**src/rtl/rv_isa_pkg.sv**
```systemverilog
// RV32I encoding constants shared by the control unit decode and instr_encoder.
package rv_isa_pkg;

  localparam logic [6:0] OPC_R      = 7'b0110011;
  localparam logic [6:0] OPC_I      = 7'b0010011;
  localparam logic [6:0] OPC_LOAD   = 7'b0000011;
  localparam logic [6:0] OPC_STORE  = 7'b0100011;
  localparam logic [6:0] OPC_BRANCH = 7'b1100011;
  localparam logic [6:0] OPC_JAL    = 7'b1101111;

  // bit positions inside the one-hot instruction-class vector
  localparam int TYPE_R      = 0;
  localparam int TYPE_I      = 1;
  localparam int TYPE_LOAD   = 2;
  localparam int TYPE_STORE  = 3;
  localparam int TYPE_BRANCH = 4;
  localparam int TYPE_JAL    = 5;

  localparam logic [31:0] NOP = 32'h0000_0013;

  typedef enum logic [2:0] {
    CLS_R, CLS_I, CLS_LOAD, CLS_STORE, CLS_BRANCH, CLS_JAL, CLS_BAD
  } instr_cls_e;

  // true when imm is representable as a signed value of the given width
  function automatic logic imm_fits(input logic [31:0] imm, input int unsigned bits);
    logic [31:0] hi;
    hi = $unsigned($signed(imm) >>> (bits - 1));
    return (hi == '0) || (hi == '1);
  endfunction

endpackage

```
**src/rtl/enc_skid_buf.sv**
```systemverilog
// 2-entry skid FIFO: 1-cycle fill latency, 1 word/cycle throughput; in_ready comes
// from registered occupancy only, so it drops only when both entries are held.
module enc_skid_buf #(
  parameter int               WIDTH   = 65,
  parameter logic [WIDTH-1:0] RST_VAL = '0
) (
  input  logic             clk,
  input  logic             rst_n,
  input  logic             clr,
  input  logic             in_valid,
  output logic             in_ready,
  input  logic [WIDTH-1:0] in_data,
  output logic             out_valid,
  input  logic             out_ready,
  output logic [WIDTH-1:0] out_data
);

  logic [1:0]       cnt;
  logic [WIDTH-1:0] slot0;
  logic [WIDTH-1:0] slot1;
  logic             push;
  logic             pop;

  assign in_ready  = (cnt != 2'd2);
  assign out_valid = (cnt != 2'd0);
  assign push      = in_valid && in_ready;
  assign pop       = out_valid && out_ready;
  assign out_data  = slot0;

  // slot0 is always the head; a pop shifts slot1 forward
  always_ff @(posedge clk or negedge rst_n) begin
    if (!rst_n) begin
      cnt   <= 2'd0;
      slot0 <= RST_VAL;
      slot1 <= RST_VAL;
    end else if (clr) begin
      cnt   <= 2'd0;
      slot0 <= RST_VAL;
    end else begin
      case ({push, pop})
        2'b11: slot0 <= in_data;
        2'b10: begin
          if (cnt == 2'd0) slot0 <= in_data;
          else             slot1 <= in_data;
          cnt <= cnt + 2'd1;
        end
        2'b01: begin
          slot0 <= slot1;
          cnt   <= cnt - 2'd1;
        end
        default: ;
      endcase
    end
  end

endmodule

```
**src/rtl/instr_encoder.sv**
```systemverilog
// Packs class + fields into an RV32I word with its byte address; 1-cycle latency, 2-entry skid.
// Build option ENC_IMM_CHECK_EN: out-of-range or misaligned immediates become an illegal NOP.
module instr_encoder
  import rv_isa_pkg::*;
#(
  parameter int                ADDR_W    = 32,
  parameter logic [ADDR_W-1:0] BASE_ADDR = '0,
  parameter int                CNT_W     = 16
) (
  input  logic              clk,
  input  logic              rst_n,
  input  logic              clr,
  input  logic              in_valid,
  output logic              in_ready,
  input  logic [5:0]        in_type,
  input  logic [4:0]        in_rd,
  input  logic [4:0]        in_rs1,
  input  logic [4:0]        in_rs2,
  input  logic [2:0]        in_funct3,
  input  logic [6:0]        in_funct7,
  input  logic [31:0]       in_imm,
  output logic              out_valid,
  input  logic              out_ready,
  output logic [31:0]       out_instr,
  output logic [ADDR_W-1:0] out_addr,
  output logic              out_illegal,
  output logic [CNT_W-1:0]  instr_count
);

  localparam int WIDTH = 32 + ADDR_W + 1;

  instr_cls_e        cls;
  logic [31:0]       enc_instr;
  logic              imm_ok;
  logic              illegal;
  logic [31:0]       word;
  logic [ADDR_W-1:0] next_addr;
  logic [WIDTH-1:0]  buf_out;

  always_comb begin
    cls = CLS_BAD;
    case (in_type)
      6'b1 << TYPE_R:      cls = CLS_R;
      6'b1 << TYPE_I:      cls = CLS_I;
      6'b1 << TYPE_LOAD:   cls = CLS_LOAD;
      6'b1 << TYPE_STORE:  cls = CLS_STORE;
      6'b1 << TYPE_BRANCH: cls = CLS_BRANCH;
      6'b1 << TYPE_JAL:    cls = CLS_JAL;
      default:             cls = CLS_BAD;
    endcase
  end

  always_comb begin
    enc_instr = NOP;
    case (cls)
      CLS_R:      enc_instr = {in_funct7, in_rs2, in_rs1, in_funct3, in_rd, OPC_R};
      CLS_I:      enc_instr = {in_imm[11:0], in_rs1, in_funct3, in_rd, OPC_I};
      CLS_LOAD:   enc_instr = {in_imm[11:0], in_rs1, in_funct3, in_rd, OPC_LOAD};
      CLS_STORE:  enc_instr = {in_imm[11:5], in_rs2, in_rs1, in_funct3, in_imm[4:0], OPC_STORE};
      CLS_BRANCH: enc_instr = {in_imm[12], in_imm[10:5], in_rs2, in_rs1, in_funct3,
                               in_imm[4:1], in_imm[11], OPC_BRANCH};
      CLS_JAL:    enc_instr = {in_imm[20], in_imm[10:1], in_imm[11], in_imm[19:12],
                               in_rd, OPC_JAL};
      default:    enc_instr = NOP;
    endcase
  end

`ifdef ENC_IMM_CHECK_EN
  always_comb begin
    imm_ok = 1'b1;
    case (cls)
      CLS_I, CLS_LOAD, CLS_STORE: imm_ok = imm_fits(in_imm, 12);
      CLS_BRANCH:                 imm_ok = imm_fits(in_imm, 13) && !in_imm[0];
      CLS_JAL:                    imm_ok = imm_fits(in_imm, 21) && !in_imm[0];
      default:                    imm_ok = 1'b1;
    endcase
  end
`else
  // high immediate bits are simply truncated in this build
  logic unused_imm_hi;
  assign unused_imm_hi = ^in_imm[31:21];
  assign imm_ok        = 1'b1;
`endif

  assign illegal = (cls == CLS_BAD) || !imm_ok;
  assign word    = illegal ? NOP : enc_instr;

  always_ff @(posedge clk or negedge rst_n) begin
    if (!rst_n) begin
      next_addr <= BASE_ADDR;
    end else if (clr) begin
      next_addr <= BASE_ADDR;
    end else if (in_valid && in_ready) begin
      next_addr <= next_addr + ADDR_W'(4);
    end
  end

  always_ff @(posedge clk or negedge rst_n) begin
    if (!rst_n) begin
      instr_count <= '0;
    end else if (clr) begin
      instr_count <= '0;
    end else if (out_valid && out_ready && (instr_count != '1)) begin
      instr_count <= instr_count + CNT_W'(1);
    end
  end

  enc_skid_buf #(
    .WIDTH  (WIDTH),
    .RST_VAL({32'h0, BASE_ADDR, 1'b0})
  ) u_skid (
    .clk      (clk),
    .rst_n    (rst_n),
    .clr      (clr),
    .in_valid (in_valid),
    .in_ready (in_ready),
    .in_data  ({word, next_addr, illegal}),
    .out_valid(out_valid),
    .out_ready(out_ready),
    .out_data (buf_out)
  );

  assign {out_instr, out_addr, out_illegal} = buf_out;

endmodule
```
**config.mk**
```make
export PLATFORM = sky130hd
export DESIGN_NAME = instr_encoder
export DESIGN_NICKNAME = d
export VERILOG_FILES = /design/src/rtl/rv_isa_pkg.sv /design/src/rtl/enc_skid_buf.sv /design/src/rtl/instr_encoder.sv
export SDC_FILE = /design/constraint.sdc
export NUM_CORES = 1
export LEC_CHECK = 0
export BUFFER_PORTS_ARGS = -buffer_cell sky130_fd_sc_hd__buf_4
export CAP_MARGIN = 20
export CORE_ASPECT_RATIO = 1.2
export CORE_MARGIN = 1.5
export CORE_UTILIZATION = 25
export DETAILED_ROUTE_END_ITERATION = 10
export PLACE_DENSITY = 0.51
export SETUP_SLACK_MARGIN = 0.2
export SYNTH_ARGS = -nofsm -noshare
export SYNTH_HDL_FRONTEND = slang
export SYNTH_HIERARCHICAL = 1
export SYNTH_SLANG_ARGS = --single-unit
export TNS_END_PERCENT = 20
```
**constraint.sdc**
```tcl
create_clock -name clk -period 1.88 [get_ports clk]
set_input_delay 0.376 -clock clk [delete_from_list [all_inputs] [get_ports clk]]
set_output_delay 0.376 -clock clk [all_outputs]
set_load 0.03 [all_outputs]
```
### Word level (Yosys, flattened, before mapping)

Index checks and enable logic that the tools add are counted.

| word-level totals | value |
|---|---|
| bits of input ports | 68 |
| bits in registers | 180 |
| bits in writable memories | 0 |
| word-level logic and storage cells | 53 |
| latch bits | 0 |
| memories kept | 0 |
| bits in read-only memories | 0 |

| cells by class | value |
|---|---|
| shifts and indexed selects | 0 |
| add/subtract/negate cells | 4 |
| bitwise logic cells | 2 |
| equality and inequality tests | 18 |
| multipliers | 0 |
| magnitude comparators | 0 |
| mux-type cells | 12 |
| reductions and logical operators | 12 |
| divide/modulo/power cells | 0 |

Operators with widths:

| operator | number |
|---|---|
| case mux 65 bit (3 select lines) | 1 |
| case mux 32 bit (6 select lines) | 1 |
| two-way mux 65 bit | 2 |
| two-way mux 32 bit | 3 |
| adder 32 x 3 -> 32 bit (second input constant) | 1 |
| two-way mux 16 bit | 2 |
| case mux 3 bit (6 select lines) | 1 |
| adder 16 x 1 -> 16 bit (second input constant) | 1 |
| != test 16 bit (second input constant) | 1 |
| equality test 3 bit (second input constant) | 3 |
| equality test 3 x 2 -> 1 bit (second input constant) | 2 |
| equality test 6 x 1 -> 1 bit (second input constant) | 1 |
| equality test 6 x 2 -> 1 bit (second input constant) | 1 |
| equality test 6 x 3 -> 1 bit (second input constant) | 1 |
| equality test 6 x 4 -> 1 bit (second input constant) | 1 |
| equality test 6 x 5 -> 1 bit (second input constant) | 1 |
| equality test 6 bit (second input constant) | 1 |
| nonzero test 2 bit | 3 |
| equality test 2 bit (second input constant) | 2 |
| case mux 2 bit (2 select lines) | 1 |
| nonzero test 4 bit | 1 |
| equality test 3 x 1 -> 1 bit (second input constant) | 1 |
| logical AND 1 bit | 3 |
| zero test 3 bit | 1 |
| 11 further kinds | 12 |

### Depth between registers and ports, before layout

Gate-level depths: netlist of run 1.

| depth | value |
|---|---|
| depth in word-level cells | 8 |
| depth in mapped cells | 11 |
| mapped depth without buffers | 10 |

### Modules after synthesis

Netlist of run 1, hierarchy kept.

Modules (own cells, without submodules):

| module | sequential area each (µm²) | area each (µm²) | cells each | instances |
|---|---|---|---|---|
| enc_skid_buf | 3,303.2 | 6,163.4 | 550 | 1 |
| instr_encoder | 1,151.1 | 3,134.3 | 361 | 1 |

### Worst setup path after synthesis of run 1

OpenSTA, ideal clock, no wires.

| path | value |
|---|---|
| path kind | input port to flip-flop |
| start | in in_type[2] |
| end | reg u_skid.slot0[40] (netlist: u_skid/out_data[40]) |
| slack | -0.543 ns |
| path buffers | 1 |
| cell stages on the path | 10 |
| data arrival time | 2.341 ns |
| library setup time | 0.082 ns |
| path through | buf_2 -> xor2_1 -> nand3_1 -> ha_1 -> nor4_1 -> o31ai_1 -> nand2_1 -> a21oi_1 -> o21ai_0 -> a31oi_1 |

| on the way | value |
|---|---|
| word-level cells in the longest chain between the ends | 8 |

RTL lines:

| item | RTL line | text |
|---|---|---|
| start, declared | instr_encoder.sv:15 | `input logic [5:0] in_type,` |
| equality test 6 bit, or another cell as far along | instr_encoder.sv:42 | `case (in_type)` |
| case mux 3 bit (6 select lines) (*) | instr_encoder.sv:42 |  |
| equality test 3 bit, or another cell as far along | instr_encoder.sv:55 | `case (cls)` |
| case mux 32 bit (6 select lines) | instr_encoder.sv:55 |  |
| two-way mux 32 bit (*) | instr_encoder.sv:86 | `assign word = illegal ? NOP : enc_instr;` |
| net word[7] | instr_encoder.sv:36 | `logic [31:0] word;` |
| two-way mux 65 bit | enc_skid_buf.sv:43 | `if (cnt == 2'd0) slot0 <= in_data;` |
| case mux 65 bit (3 select lines) (*) | enc_skid_buf.sv:40 | `case ({push, pop})` |
| two-way mux 65 bit (*) | enc_skid_buf.sv:36 | `end else if (clr) begin` |
| end signal, assigned | enc_skid_buf.sv:41 | `2'b11: slot0 <= in_data;` |
| end signal, assigned | enc_skid_buf.sv:43 |  |
| end signal, assigned | enc_skid_buf.sv:48 | `slot0 <= slot1;` |
| end, declared | enc_skid_buf.sv:19 | `logic [WIDTH-1:0] slot0;` |

Mark *: on every way through the listed nets, which the timed path passes. The rest lies on a longest branch. The select of a mux whose other input is x is not followed.
A chain may end at the register's enable or synchronous reset.

### Worst setup path after layout of run 1

| path | value |
|---|---|
| start | in in_type[2] |
| end | reg u_skid.slot0[64] (netlist: u_skid/out_data[64]) |

Same word-level chain as after synthesis.

==> flow_results.xml, run 1 <==
<?xml version="1.0" encoding="UTF-8"?>
<metrics>
  <group name="routing">
    <metric name="met1Wirelength" unit="µm">13400</metric>
    <metric name="post_drt_wl_per_cell" unit="µm">19.4</metric>
    <metric name="routed-via-count" unit="">8293</metric>
    <metric name="drt.antenna.violating_nets" unit="">0</metric>
    <metric name="via_count_normalized_by_instance_count" unit="">5.23</metric>
    <metric name="highest-signal-layer" unit="">met4</metric>
    <metric name="drc_violations_left" unit="">0</metric>
    <metric name="met3_length" unit="µm">1490</metric>
    <metric name="drt-initial-drc-count" unit="">520</metric>
    <metric name="met2_wirelength" unit="µm">15200</metric>
    <metric name="drt_pre_antenna_iters" unit="">5</metric>
    <metric name="wl" unit="µm">30800</metric>
  </group>
  <group name="global_routing">
    <metric name="globalRoute.totalOverflow" unit="">0</metric>
    <metric name="grt_pass1_vias" unit="">8224</metric>
    <metric name="largest_net_degree_at_the_start_of_global_routing" unit="">66</metric>
    <metric name="grt_usage" unit="">0.159</metric>
    <metric name="grt_pass1_wl" unit="µm">47800</metric>
    <metric name="grt_antenna_before_repair" unit="">0</metric>
  </group>
  <group name="sta">
    <metric name="final-max-slew-violation-count" unit="">0</metric>
    <metric name="fin_worst_skew" unit="ps">12.0</metric>
    <metric name="finalWorstSetupSlack" unit="ps">86.5</metric>
    <metric name="achievable-frequency" unit="GHz">0.558</metric>
    <metric name="setup_viol" unit="">0</metric>
    <metric name="post-route-min-period" unit="ps">1790</metric>
    <metric name="timing_worst_slew_pin_value" unit="ps">566</metric>
    <metric name="timing.slew.headroom" unit="">0.617</metric>
    <metric name="rsz0062_at_grt" unit="">yes</metric>
    <metric name="final-hold-violation-count" unit="">0</metric>
    <metric name="period_utilization_post_route" unit="">0.954</metric>
  </group>
  <group name="synth">
    <metric name="yosys_warnings" unit="">6</metric>
    <metric name="netlist_area" unit="µm²">9300</metric>
    <metric name="synth_seq_cells" unit="">178</metric>
    <metric name="post_synth_num_cell_types" unit="">55</metric>
    <metric name="ys.flop_type" unit="">dfrtp_1</metric>
    <metric name="post_synth_inst_count" unit="">911</metric>
    <metric name="portion_of_the_post_synthesis_area_used_by_sequential_elements" unit="">0.479</metric>
    <metric name="syn-mean-instance-area" unit="µm²">10.2</metric>
    <metric name="async_reset_ff_frac" unit="">1.00</metric>
    <metric name="synth_enable_flop_cells" unit="">0</metric>
  </group>
  <group name="worst_setup_path">
    <metric name="critPathTopFamily" unit="">compound AO/OA/AOI/OAI gates</metric>
    <metric name="start_kind" unit="">input pin</metric>
    <metric name="worstPathCellList" unit="">buf_12 &gt; or2_4 &gt; o41ai_4 &gt; buf_4 &gt; o31ai_4 &gt; buf_12 &gt; a311oi_2 &gt; o21ai_0 &gt; a31oi_1</metric>
    <metric name="critical_path_arrival" unit="ps">2150</metric>
    <metric name="critical_path_class" unit="">in -&gt; reg</metric>
    <metric name="cpPeakStageDelay" unit="ps">360</metric>
    <metric name="cp.required" unit="ps">2230</metric>
    <metric name="end_kind" unit="">register</metric>
    <metric name="critPathBufInv" unit="">3</metric>
    <metric name="crit_top_cell" unit="">buf_12</metric>
    <metric name="worst_path_fanout_max" unit="">6</metric>
    <metric name="crit_path_top_delay_cell" unit="">o41ai_4</metric>
  </group>
  <group name="clock_network">
    <metric name="path_clk_slew" unit="ps">60</metric>
    <metric name="cts_inserted_buffers" unit="">17</metric>
    <metric name="maximum_clock_path_buffer_count" unit="">2</metric>
    <metric name="cts_tree" unit="">built</metric>
    <metric name="cts_root_buf" unit="">clkbuf_16</metric>
    <metric name="ctsHtreeMaxLevel" unit="">4</metric>
    <metric name="clkSinkCount" unit="">178</metric>
    <metric name="clkLatencyLatePin" unit="ps">440</metric>
  </group>
  <group name="layout">
    <metric name="final_layout_size_suffix_gt1_frac" unit="">0.374</metric>
    <metric name="multiInputGateArea" unit="µm²">4900</metric>
    <metric name="layout-area-overhead-vs-synth" unit="%">38.0</metric>
    <metric name="postLayoutCellArea" unit="µm²">12800</metric>
    <metric name="filler_cell_count" unit="">3682</metric>
    <metric name="finalNetCount" unit="">1170</metric>
    <metric name="n_antenna_cell" unit="">0</metric>
    <metric name="seqCellArea" unit="µm²">4470</metric>
  </group>
  <group name="outcome">
    <metric name="result_of_the_run" unit="">completed</metric>
  </group>
  <group name="placement">
    <metric name="gp_congestion" unit="">0.824</metric>
    <metric name="dpl-instance-area" unit="µm²">11600</metric>
    <metric name="buffer_ports.inserted" unit="">139</metric>
    <metric name="dpl_hpwl" unit="µm">18400</metric>
    <metric name="placement.setup.worst_slack" unit="ps">-441</metric>
  </group>
  <group name="floorplanning">
    <metric name="rows" unit="">77</metric>
    <metric name="chipHeight" unit="µm">214</metric>
    <metric name="core" unit="µm²">36700</metric>
    <metric name="floorplan.die.width" unit="µm">179</metric>
    <metric name="initial_utilization" unit="">0.253</metric>
    <metric name="floorplan.die_area" unit="µm²">38400</metric>
    <metric name="io_pins" unit="">151</metric>
  </group>
  <group name="power_and_ir_drop">
    <metric name="power-per-cell-area" unit="nW/µm²">725</metric>
    <metric name="leakage" unit="nW">5.57</metric>
    <metric name="max-vdd-ir-drop" unit="mV">0.468</metric>
  </group>
  <group name="worst_hold_path">
    <metric name="holdCritPathClass" unit="">in -&gt; reg</metric>
  </group>
  <group name="job">
    <metric name="drv_cap" unit="">0</metric>
  </group>
</metrics>
==> flip-flops by register name, indices dropped and copies added (netlist names) <==
register / count
u_skid/out_data: 65
u_skid/slot1: 65
next_addr: 30
instr_count: 16
u_skid/cnt: 2
==> layout make-up <==
class                      count  area share
multi-input combinational    638       0.382
inverter                      13     0.00419
timing repair buffer         250       0.176
tap                          474      0.0462
clock buffer                  21      0.0359
clock inverter                11     0.00819
sequential                   178       0.348
==> placed cells by master (no fill, tap or decap), types with 5 or more instances in the layout <==
cell / n
nor2_2: 12
mux2_2: 32
dfrtp_1: 169
buf_4: 207
a31oi_1: 67
nor4_4: 6
nand2_1: 16
nor2_4: 8
clkbuf_16: 18
buf_6: 18
and3_1: 6
xor2_1: 24
xnor2_1: 23
nor2_1: 61
mux2_4: 16
o21ai_0: 50
a22oi_2: 5
buf_12: 21
mux2i_1: 20
o21ai_1: 17
mux2_1: 18
o31ai_1: 65
a21oi_1: 8
dfrtp_2: 9
nand3_1: 13
inv_1: 10
nand4_1: 88
conb_1: 8
==> routing by layer <==
metal	vias up	GRT usage
met3	40	0.0293
li1	3780	-
met5	-	0
met4	0	0.0558
met2	222	0.255
met1	4251	0.213
==> cell usage after synthesis (10+ instances only) <==
library cell,n,area share
dfrtp_1,178,0.48
a21oi_1,14,0.0075
o31ai_1,66,0.053
nor2_1,81,0.033
o21ai_0,57,0.031
xnor2_1,23,0.022
clkbuf_1,39,0.016
a31oi_1,67,0.045
mux2i_1,21,0.023
mux2_2,41,0.050
xor2_1,27,0.025
mux2_1,25,0.030
nand3_1,17,0.0092
buf_1,12,0.0048
nand2_1,19,0.0077
buf_2,20,0.011
nand4_1,88,0.059
inv_1,11,0.0044
o21ai_1,10,0.0054
==> where the power goes <==
part | switching [W] | total, W | internal, W
clock network | 0.00158 | 0.00348 | 0.00190
registers | 0.000111 | 0.00411 | 0.00400
logic | 0.00105 | 0.00172 | 0.000667
==> cell families after synthesis <==
kind of cell	Yosys count	synth area share
AOI/OAI and AO/OA	232	0.160
xor gates and xnor gates	51	0.0488
and+or+nand+nor	256	0.149
muxes	87	0.103
buffers and inverters	101	0.0538
DFF	178	0.479
other	2	0.000808
adders and majority gates	4	0.00538
==> tightest hold or removal path: stages <==
cell and delay, ps:
buf_4 160, nand3_1 90, a21oi_1 50
==> metrics by stage <==
| step | TNS (ps) | std cells | util | power [W] | hold WS, ps |
|---|---|---|---|---|---|
| floorplan | -7790 | 917 | - | 0.00506 | 80.4 |
| global placement | -15070 | 1520 | 0.315 | 0.00578 | 389 |
| detailed placement | -15950 | 1520 | 0.315 | 0.00578 | 386 |
| CTS | 0 | 1557 | 0.335 | 0.00934 | 265 |
| global route | 0 | 1585 | 0.350 | 0.00971 | 293 |
| finish | 0 | 1585 | 0.350 | 0.00930 | 285 |
==> final timing paths <==
check                                  from             endpoint  slack (ps)  cells past startpoint
setup / recovery                 in_type[2]  u_skid/out_data[64]          90                      9
hold / removal                     in_valid         next_addr[3]         290                      3
setup reg to reg              u_skid/cnt[1]  u_skid/out_data[38]         150                      5
hold reg to reg            u_skid/slot1[32]     u_skid/slot1[32]         490                      1
max in group asynchronous             rst_n         next_addr[7]         770                      3
min in group asynchronous             rst_n  u_skid/out_data[19]         470                      2
==> repair_timing <==
item	CTS	global route
resized for setup	29	72
hold endpoints to repair	45	0
cloned	1	2
hold buffers	1	0
setup buffers	3	26
pin swaps	12	37
endpoints found under the setup margin	145	159
(Power assumes the default switching activity.)
==> run 2, diff against run 1 <==
- CORE_UTILIZATION: 25 -> 50
- PLACE_DENSITY: 0.51 -> 0.83
==> flow_results.xml, run 2 (synthesis gave the netlist of run 1 again) <==
<?xml version="1.0" encoding="UTF-8"?>
<metrics>
  <group name="outcome">
    <metric name="result_of_the_run" unit="">complete, but fails checks</metric>
    <metric name="failed_checks" unit="">setup timing</metric>
  </group>
  <group name="clock_network">
    <metric name="maximum_clock_path_buffer_count" unit="">2</metric>
    <metric name="clkLatencyLatePin" unit="ps">440</metric>
    <metric name="ctsHtreeMaxLevel" unit="">4</metric>
    <metric name="cts_root_buf" unit="">clkbuf_16</metric>
    <metric name="path_clk_slew" unit="ps">80</metric>
    <metric name="cts_inserted_buffers" unit="">17</metric>
    <metric name="clkSinkCount" unit="">178</metric>
    <metric name="cts_tree" unit="">built</metric>
  </group>
  <group name="sta">
    <metric name="timing.slew.headroom" unit="">0.586</metric>
    <metric name="final-hold-violation-count" unit="">0</metric>
    <metric name="fin_worst_skew" unit="ps">9.25</metric>
    <metric name="timing_worst_slew_pin_value" unit="ps">621</metric>
    <metric name="achievable-frequency" unit="GHz">0.515</metric>
    <metric name="finalWorstSetupSlack" unit="ps">-62.7</metric>
    <metric name="setup_viol" unit="">2</metric>
    <metric name="period_utilization_post_route" unit="">1.03</metric>
    <metric name="rsz0062_at_grt" unit="">yes</metric>
    <metric name="post-route-min-period" unit="ps">1940</metric>
    <metric name="setup-tns-final" unit="ps">-107</metric>
    <metric name="final-max-slew-violation-count" unit="">0</metric>
  </group>
  <group name="worst_setup_path">
    <metric name="start_kind" unit="">input pin</metric>
    <metric name="critical_path_arrival" unit="ps">2290</metric>
    <metric name="worstPathCellList" unit="">buf_12 &gt; buf_4 &gt; buf_6 &gt; o41ai_4 &gt; buf_4 &gt; o31ai_4 &gt; buf_12 &gt; a311oi_2 &gt; o21ai_1 &gt; a31oi_1</metric>
    <metric name="crit_path_top_delay_cell" unit="">o41ai_4</metric>
    <metric name="critical_path_class" unit="">in -&gt; reg</metric>
    <metric name="end_kind" unit="">register</metric>
    <metric name="cp.required" unit="ps">2230</metric>
    <metric name="cpPeakStageDelay" unit="ps">370</metric>
    <metric name="critPathBufInv" unit="">5</metric>
    <metric name="critPathTopFamily" unit="">compound AO/OA/AOI/OAI gates</metric>
    <metric name="worst_path_fanout_max" unit="">5</metric>
  </group>
  <group name="floorplanning">
    <metric name="core" unit="µm²">18200</metric>
    <metric name="floorplan.die.width" unit="µm">127</metric>
    <metric name="floorplan.die_area" unit="µm²">19400</metric>
    <metric name="rows" unit="">54</metric>
    <metric name="chipHeight" unit="µm">152</metric>
    <metric name="io_pins" unit="">151</metric>
    <metric name="initial_utilization" unit="">0.512</metric>
  </group>
  <group name="global_routing">
    <metric name="globalRoute.totalOverflow" unit="">0</metric>
    <metric name="grt_pass1_wl" unit="µm">44200</metric>
    <metric name="grt_usage" unit="">0.285</metric>
    <metric name="grt_antenna_before_repair" unit="">0</metric>
    <metric name="grt_pass1_vias" unit="">8848</metric>
    <metric name="largest_net_degree_at_the_start_of_global_routing" unit="">66</metric>
  </group>
  <group name="placement">
    <metric name="buffer_ports.inserted" unit="">139</metric>
    <metric name="placedCellCount" unit="">1277</metric>
    <metric name="gp_congestion" unit="">0.899</metric>
    <metric name="dpl_hpwl" unit="µm">16600</metric>
  </group>
  <group name="layout">
    <metric name="layout-area-overhead-vs-synth" unit="%">37.0</metric>
    <metric name="final_layout_size_suffix_gt1_frac" unit="">0.384</metric>
    <metric name="final_common_cell" unit="">buf_4</metric>
    <metric name="final_cell_mix" unit="">210 x buf_4, 172 x dfrtp_1, 88 x nand4_1</metric>
    <metric name="finalNetCount" unit="">1183</metric>
    <metric name="n_antenna_cell" unit="">0</metric>
    <metric name="final_cells" unit="">1347</metric>
  </group>
  <group name="routing">
    <metric name="wl" unit="µm">31700</metric>
    <metric name="post_drt_wl_per_cell" unit="µm">23.5</metric>
    <metric name="routed-via-count" unit="">9139</metric>
    <metric name="via_count_normalized_by_instance_count" unit="">6.78</metric>
    <metric name="drt-initial-drc-count" unit="">1220</metric>
    <metric name="drc_violations_left" unit="">0</metric>
    <metric name="drt.antenna.violating_nets" unit="">0</metric>
    <metric name="drt_pre_antenna_iters" unit="">5</metric>
  </group>
  <group name="power_and_ir_drop">
    <metric name="power-per-cell-area" unit="nW/µm²">736</metric>
    <metric name="max-vdd-ir-drop" unit="mV">0.688</metric>
    <metric name="leakage" unit="nW">5.68</metric>
    <metric name="p_total" unit="W">0.00937</metric>
  </group>
  <group name="worst_hold_path">
    <metric name="holdCritPathClass" unit="">in -&gt; reg</metric>
  </group>
  <group name="job">
    <metric name="drv_cap" unit="">0</metric>
  </group>
</metrics>
## run 2: changes by cell type in the layout (fill, tap and decap cells not counted), sizes merged
| cell | delta |
|---|---|
| bufinv | -1 |
| clkbuf | +2 |
| or3 | +1 |
| inv | +3 |
| buf | +5 |
| bufbuf | +2 |
## run 2: layout make-up
cell class                 count  area, µm²
tap                          224        280
sequential                   178       4460
timing repair buffer         262       2490
clock inverter                13        104
fill                        1170       5430
clock buffer                  18        439
inverter                      13       56.3
multi-input combinational    639       4910
## run 2: stage by stage
step,area [µm²],hold slack [ps],worst slack (ps),util
global route,12700,252,-84.0,0.701
global placement,11300,392,-323,0.622
finish,12700,245,-62.7,0.701
floorplan,9570,80.4,-201,-
CTS,12100,210,62.1,0.664
detailed placement,11300,401,-387,0.622
## run 2: worst paths after layout
path                            slack, ps  cells after the start             start                   to
worst max-delay path                  -60                     10        in_type[4]  u_skid/out_data[64]
worst min-delay path                  240                      2               clr        next_addr[19]
worst max register to register         80                      5     u_skid/cnt[0]  u_skid/out_data[43]
worst min register to register        490                      1  u_skid/slot1[33]     u_skid/slot1[33]
max in group asynchronous             770                      3             rst_n  u_skid/out_data[42]
min in group asynchronous             480                      2             rst_n     u_skid/slot1[53]
## run 2: metal layers
layer / share of wire / vias up / GRT usage
met5: 0 / - / 0
met4: 0.040 / 0 / 0.113
met3: 0.097 / 124 / 0.0604
met2: 0.50 / 696 / 0.492
met1: 0.36 / 4503 / 0.345
li1: - / 3816 / -
## run 2: timing repair
item / in CTS / in global routing
setup buffers: 3 / 22
cloned: 3 / 10
pin swaps: 13 / 28
resized for setup: 30 / 73
setup endpoints to repair: 150 / 160
hold buffers: 1 / 0
endpoints found under the hold margin: 50 / 0
## run 2: worst reg2reg max path: cells and delay by family (launching register included)
| family | cells | cell delay [ps] |
|---|---|---|
| simple gates | 1 | 480 |
| flops | 1 | 440 |
| compound gates | 2 | 440 |
| buf+inv | 2 | 340 |
## run 2: power breakdown
part | internal, W | total (W) | switching [W]
Sequential | 0.00400 | 0.00412 | 0.000120
Combinational | 0.000777 | 0.00190 | 0.00112
Clock | 0.00174 | 0.00336 | 0.00161
==> run 3, diff against run 2 <==
- CORE_MARGIN: 1.5 -> 5
- SETUP_SLACK_MARGIN: 0.2 -> 0.3
==> flow_results.xml, run 3 (synthesis gave the netlist of run 1 again) <==
<?xml version="1.0" encoding="UTF-8"?>
<metrics>
  <group name="worst_setup_path">
    <metric name="r2r_slack" unit="ps">-40</metric>
    <metric name="timing.rr.end" unit="">u_skid/out_data[37]</metric>
    <metric name="critical_path_arrival" unit="ps">2250</metric>
    <metric name="start_kind" unit="">register</metric>
    <metric name="worst_path_fanout_max" unit="">14</metric>
    <metric name="cp.required" unit="ps">2210</metric>
    <metric name="rr_worst_depth" unit="">6</metric>
    <metric name="r2r_start" unit="">u_skid/cnt[0]</metric>
    <metric name="end_kind" unit="">register</metric>
    <metric name="critical_path_class" unit="">reg -&gt; reg</metric>
  </group>
  <group name="floorplanning">
    <metric name="initial_utilization" unit="">0.510</metric>
    <metric name="io_pins" unit="">151</metric>
    <metric name="core" unit="µm²">18200</metric>
    <metric name="chipHeight" unit="µm">159</metric>
    <metric name="rows" unit="">54</metric>
    <metric name="floorplan.die_area" unit="µm²">21400</metric>
    <metric name="floorplan.die.width" unit="µm">134</metric>
  </group>
  <group name="sta">
    <metric name="rsz0062_at_grt" unit="">yes</metric>
    <metric name="final-hold-violation-count" unit="">0</metric>
    <metric name="final-max-slew-violation-count" unit="">0</metric>
    <metric name="fin_worst_skew" unit="ps">10.2</metric>
    <metric name="post-route-min-period" unit="ps">1920</metric>
    <metric name="achievable-frequency" unit="GHz">0.521</metric>
    <metric name="timing.slew.headroom" unit="">0.609</metric>
    <metric name="period_utilization_post_route" unit="">1.02</metric>
    <metric name="timing_worst_slew_pin_value" unit="ps">578</metric>
    <metric name="finalWorstSetupSlack" unit="ps">-40.3</metric>
    <metric name="setup_viol" unit="">3</metric>
  </group>
  <group name="outcome">
    <metric name="result_of_the_run" unit="">complete, but fails checks</metric>
    <metric name="failed_checks" unit="">setup timing</metric>
  </group>
  <group name="layout">
    <metric name="finalNetCount" unit="">1166</metric>
    <metric name="final_common_cell" unit="">buf_4</metric>
    <metric name="filler_cell_count" unit="">1208</metric>
    <metric name="final_layout_size_suffix_gt1_frac" unit="">0.369</metric>
    <metric name="layout-area-overhead-vs-synth" unit="%">37.1</metric>
    <metric name="multiInputGateArea" unit="µm²">5040</metric>
    <metric name="seqCellArea" unit="µm²">4460</metric>
    <metric name="postLayoutCellArea" unit="µm²">12700</metric>
    <metric name="final_cell_mix" unit="">199 x buf_4, 176 x dfrtp_1, 88 x nand4_1</metric>
  </group>
  <group name="worst_hold_path">
    <metric name="hold_path_end" unit="">u_skid/cnt[0]</metric>
    <metric name="holdCritStartpoint" unit="">clr</metric>
    <metric name="holdPathStages" unit="">2</metric>
    <metric name="holdCritPathClass" unit="">in -&gt; reg</metric>
  </group>
  <group name="clock_network">
    <metric name="cts_root_buf" unit="">clkbuf_16</metric>
    <metric name="cts_tree" unit="">built</metric>
    <metric name="ctsHtreeMaxLevel" unit="">4</metric>
    <metric name="maximum_clock_path_buffer_count" unit="">2</metric>
    <metric name="clkSinkCount" unit="">178</metric>
    <metric name="cts_inserted_buffers" unit="">17</metric>
    <metric name="clkLatencyLatePin" unit="ps">430</metric>
    <metric name="path_clk_slew" unit="ps">70</metric>
  </group>
  <group name="routing">
    <metric name="drt.antenna.violating_nets" unit="">0</metric>
    <metric name="via_count_normalized_by_instance_count" unit="">6.59</metric>
    <metric name="drt_pre_antenna_iters" unit="">6</metric>
    <metric name="drt-initial-drc-count" unit="">981</metric>
    <metric name="routed-via-count" unit="">8774</metric>
    <metric name="post_drt_wl_per_cell" unit="µm">23.0</metric>
    <metric name="drc_violations_left" unit="">0</metric>
    <metric name="wl" unit="µm">30600</metric>
  </group>
  <group name="power_and_ir_drop">
    <metric name="max-vdd-ir-drop" unit="mV">0.695</metric>
    <metric name="power-per-cell-area" unit="nW/µm²">724</metric>
    <metric name="p_total" unit="W">0.00922</metric>
    <metric name="leakage" unit="nW">5.59</metric>
  </group>
  <group name="global_routing">
    <metric name="grt_antenna_before_repair" unit="">2</metric>
    <metric name="grt_pass1_wl" unit="µm">44000</metric>
    <metric name="grt_pass1_vias" unit="">8473</metric>
    <metric name="grt_usage" unit="">0.251</metric>
    <metric name="largest_net_degree_at_the_start_of_global_routing" unit="">73</metric>
    <metric name="globalRoute.totalOverflow" unit="">0</metric>
  </group>
  <group name="placement">
    <metric name="dpl-instance-area" unit="µm²">11100</metric>
    <metric name="buffer_ports.inserted" unit="">139</metric>
    <metric name="gp_congestion" unit="">0.841</metric>
    <metric name="dpl_hpwl" unit="µm">15800</metric>
  </group>
  <group name="job">
    <metric name="drv_cap" unit="">0</metric>
  </group>
</metrics>
## run 3: changes by cell type in the layout (fill, tap and decap cells not counted), sizes merged
cell / delta
inv: -2
diode: +1
clkbuf: +6
buf: -18
bufbuf: -2
clkinvlp: +1
or3: -1
## run 3: metal layers
| metal | vias up | routed length (µm) | track usage |
|---|---|---|---|
| li1 | 3783 | - | - |
| met1 | 4287 | 11400 | 0.311 |
| met2 | 566 | 14800 | 0.419 |
| met3 | 136 | 2900 | 0.0657 |
| met4 | 2 | 1520 | 0.100 |
| met5 | - | 13 | 0 |
## run 3: worst max-delay path by stage
stage	start	to	slack [ps]	depth (start not counted)
2_1_floorplan	in_type[2]	u_skid/slot1[44]	-200	9
3_3_place_gp	in_type[5]	u_skid/out_data[43]	-360	10
3_5_place_dp	in_type[5]	u_skid/out_data[42]	-490	10
4_1_cts	u_skid/cnt[0]	out_valid	60	5
5_1_grt	u_skid/cnt[0]	next_addr[12]	-80	7
6_report	u_skid/cnt[0]	u_skid/out_data[37]	-40	6
## run 3: repair_timing
action / 4_1_cts / 5_1_grt
setup buffers: 14 / 3
hold buffers: 1 / 0
hold endpoints to repair: 44 / 0
resized for setup: 42 / 76
gates cloned: 5 / 12
pin swaps: 22 / 3
endpoints found under the setup margin: 167 / 173
## run 3: area by class of cell
type | count | share of cell area
Antenna cell | 1 | 0.000196
Clock buffer | 20 | 0.0350
Clock inverter | 12 | 0.00658
Inverter | 13 | 0.00422
Multi-Input combinational cell | 638 | 0.395
Sequential cell | 178 | 0.350
Tap cell | 224 | 0.0220
Timing Repair Buffer | 246 | 0.187
## run 3: per-stage QoR
stage,cells,setup slack [ps],setup TNS [ps],hold WS [ps],util
after floorplan,917,-201,-7790,80.4,-
after global placement,1264,-360,-11710,362,0.609
after detailed placement,1264,-487,-13750,355,0.609
after CTS,1316,55.2,0,154,0.661
after global routing,1332,-79.1,-295,202,0.699
final,1332,-40.3,-52.2,192,0.699
## run 3: critical path, stage by stage, from the launching register on
cell and delay (ps):
dfrtp_1 440, buf_6 150, buf_6 120, o21a_4 200, or3_4 460, clkbuf_16 240
a31oi_1 200
## run 3: where the power goes
part | switching (W) | internal [W] | total [W]
clock | 0.00152 | 0.00172 | 0.00324
sequential | 0.000126 | 0.00400 | 0.00413
combinational | 0.00110 | 0.000751 | 0.00185
total | 0.00275 | 0.00647 | 0.00922
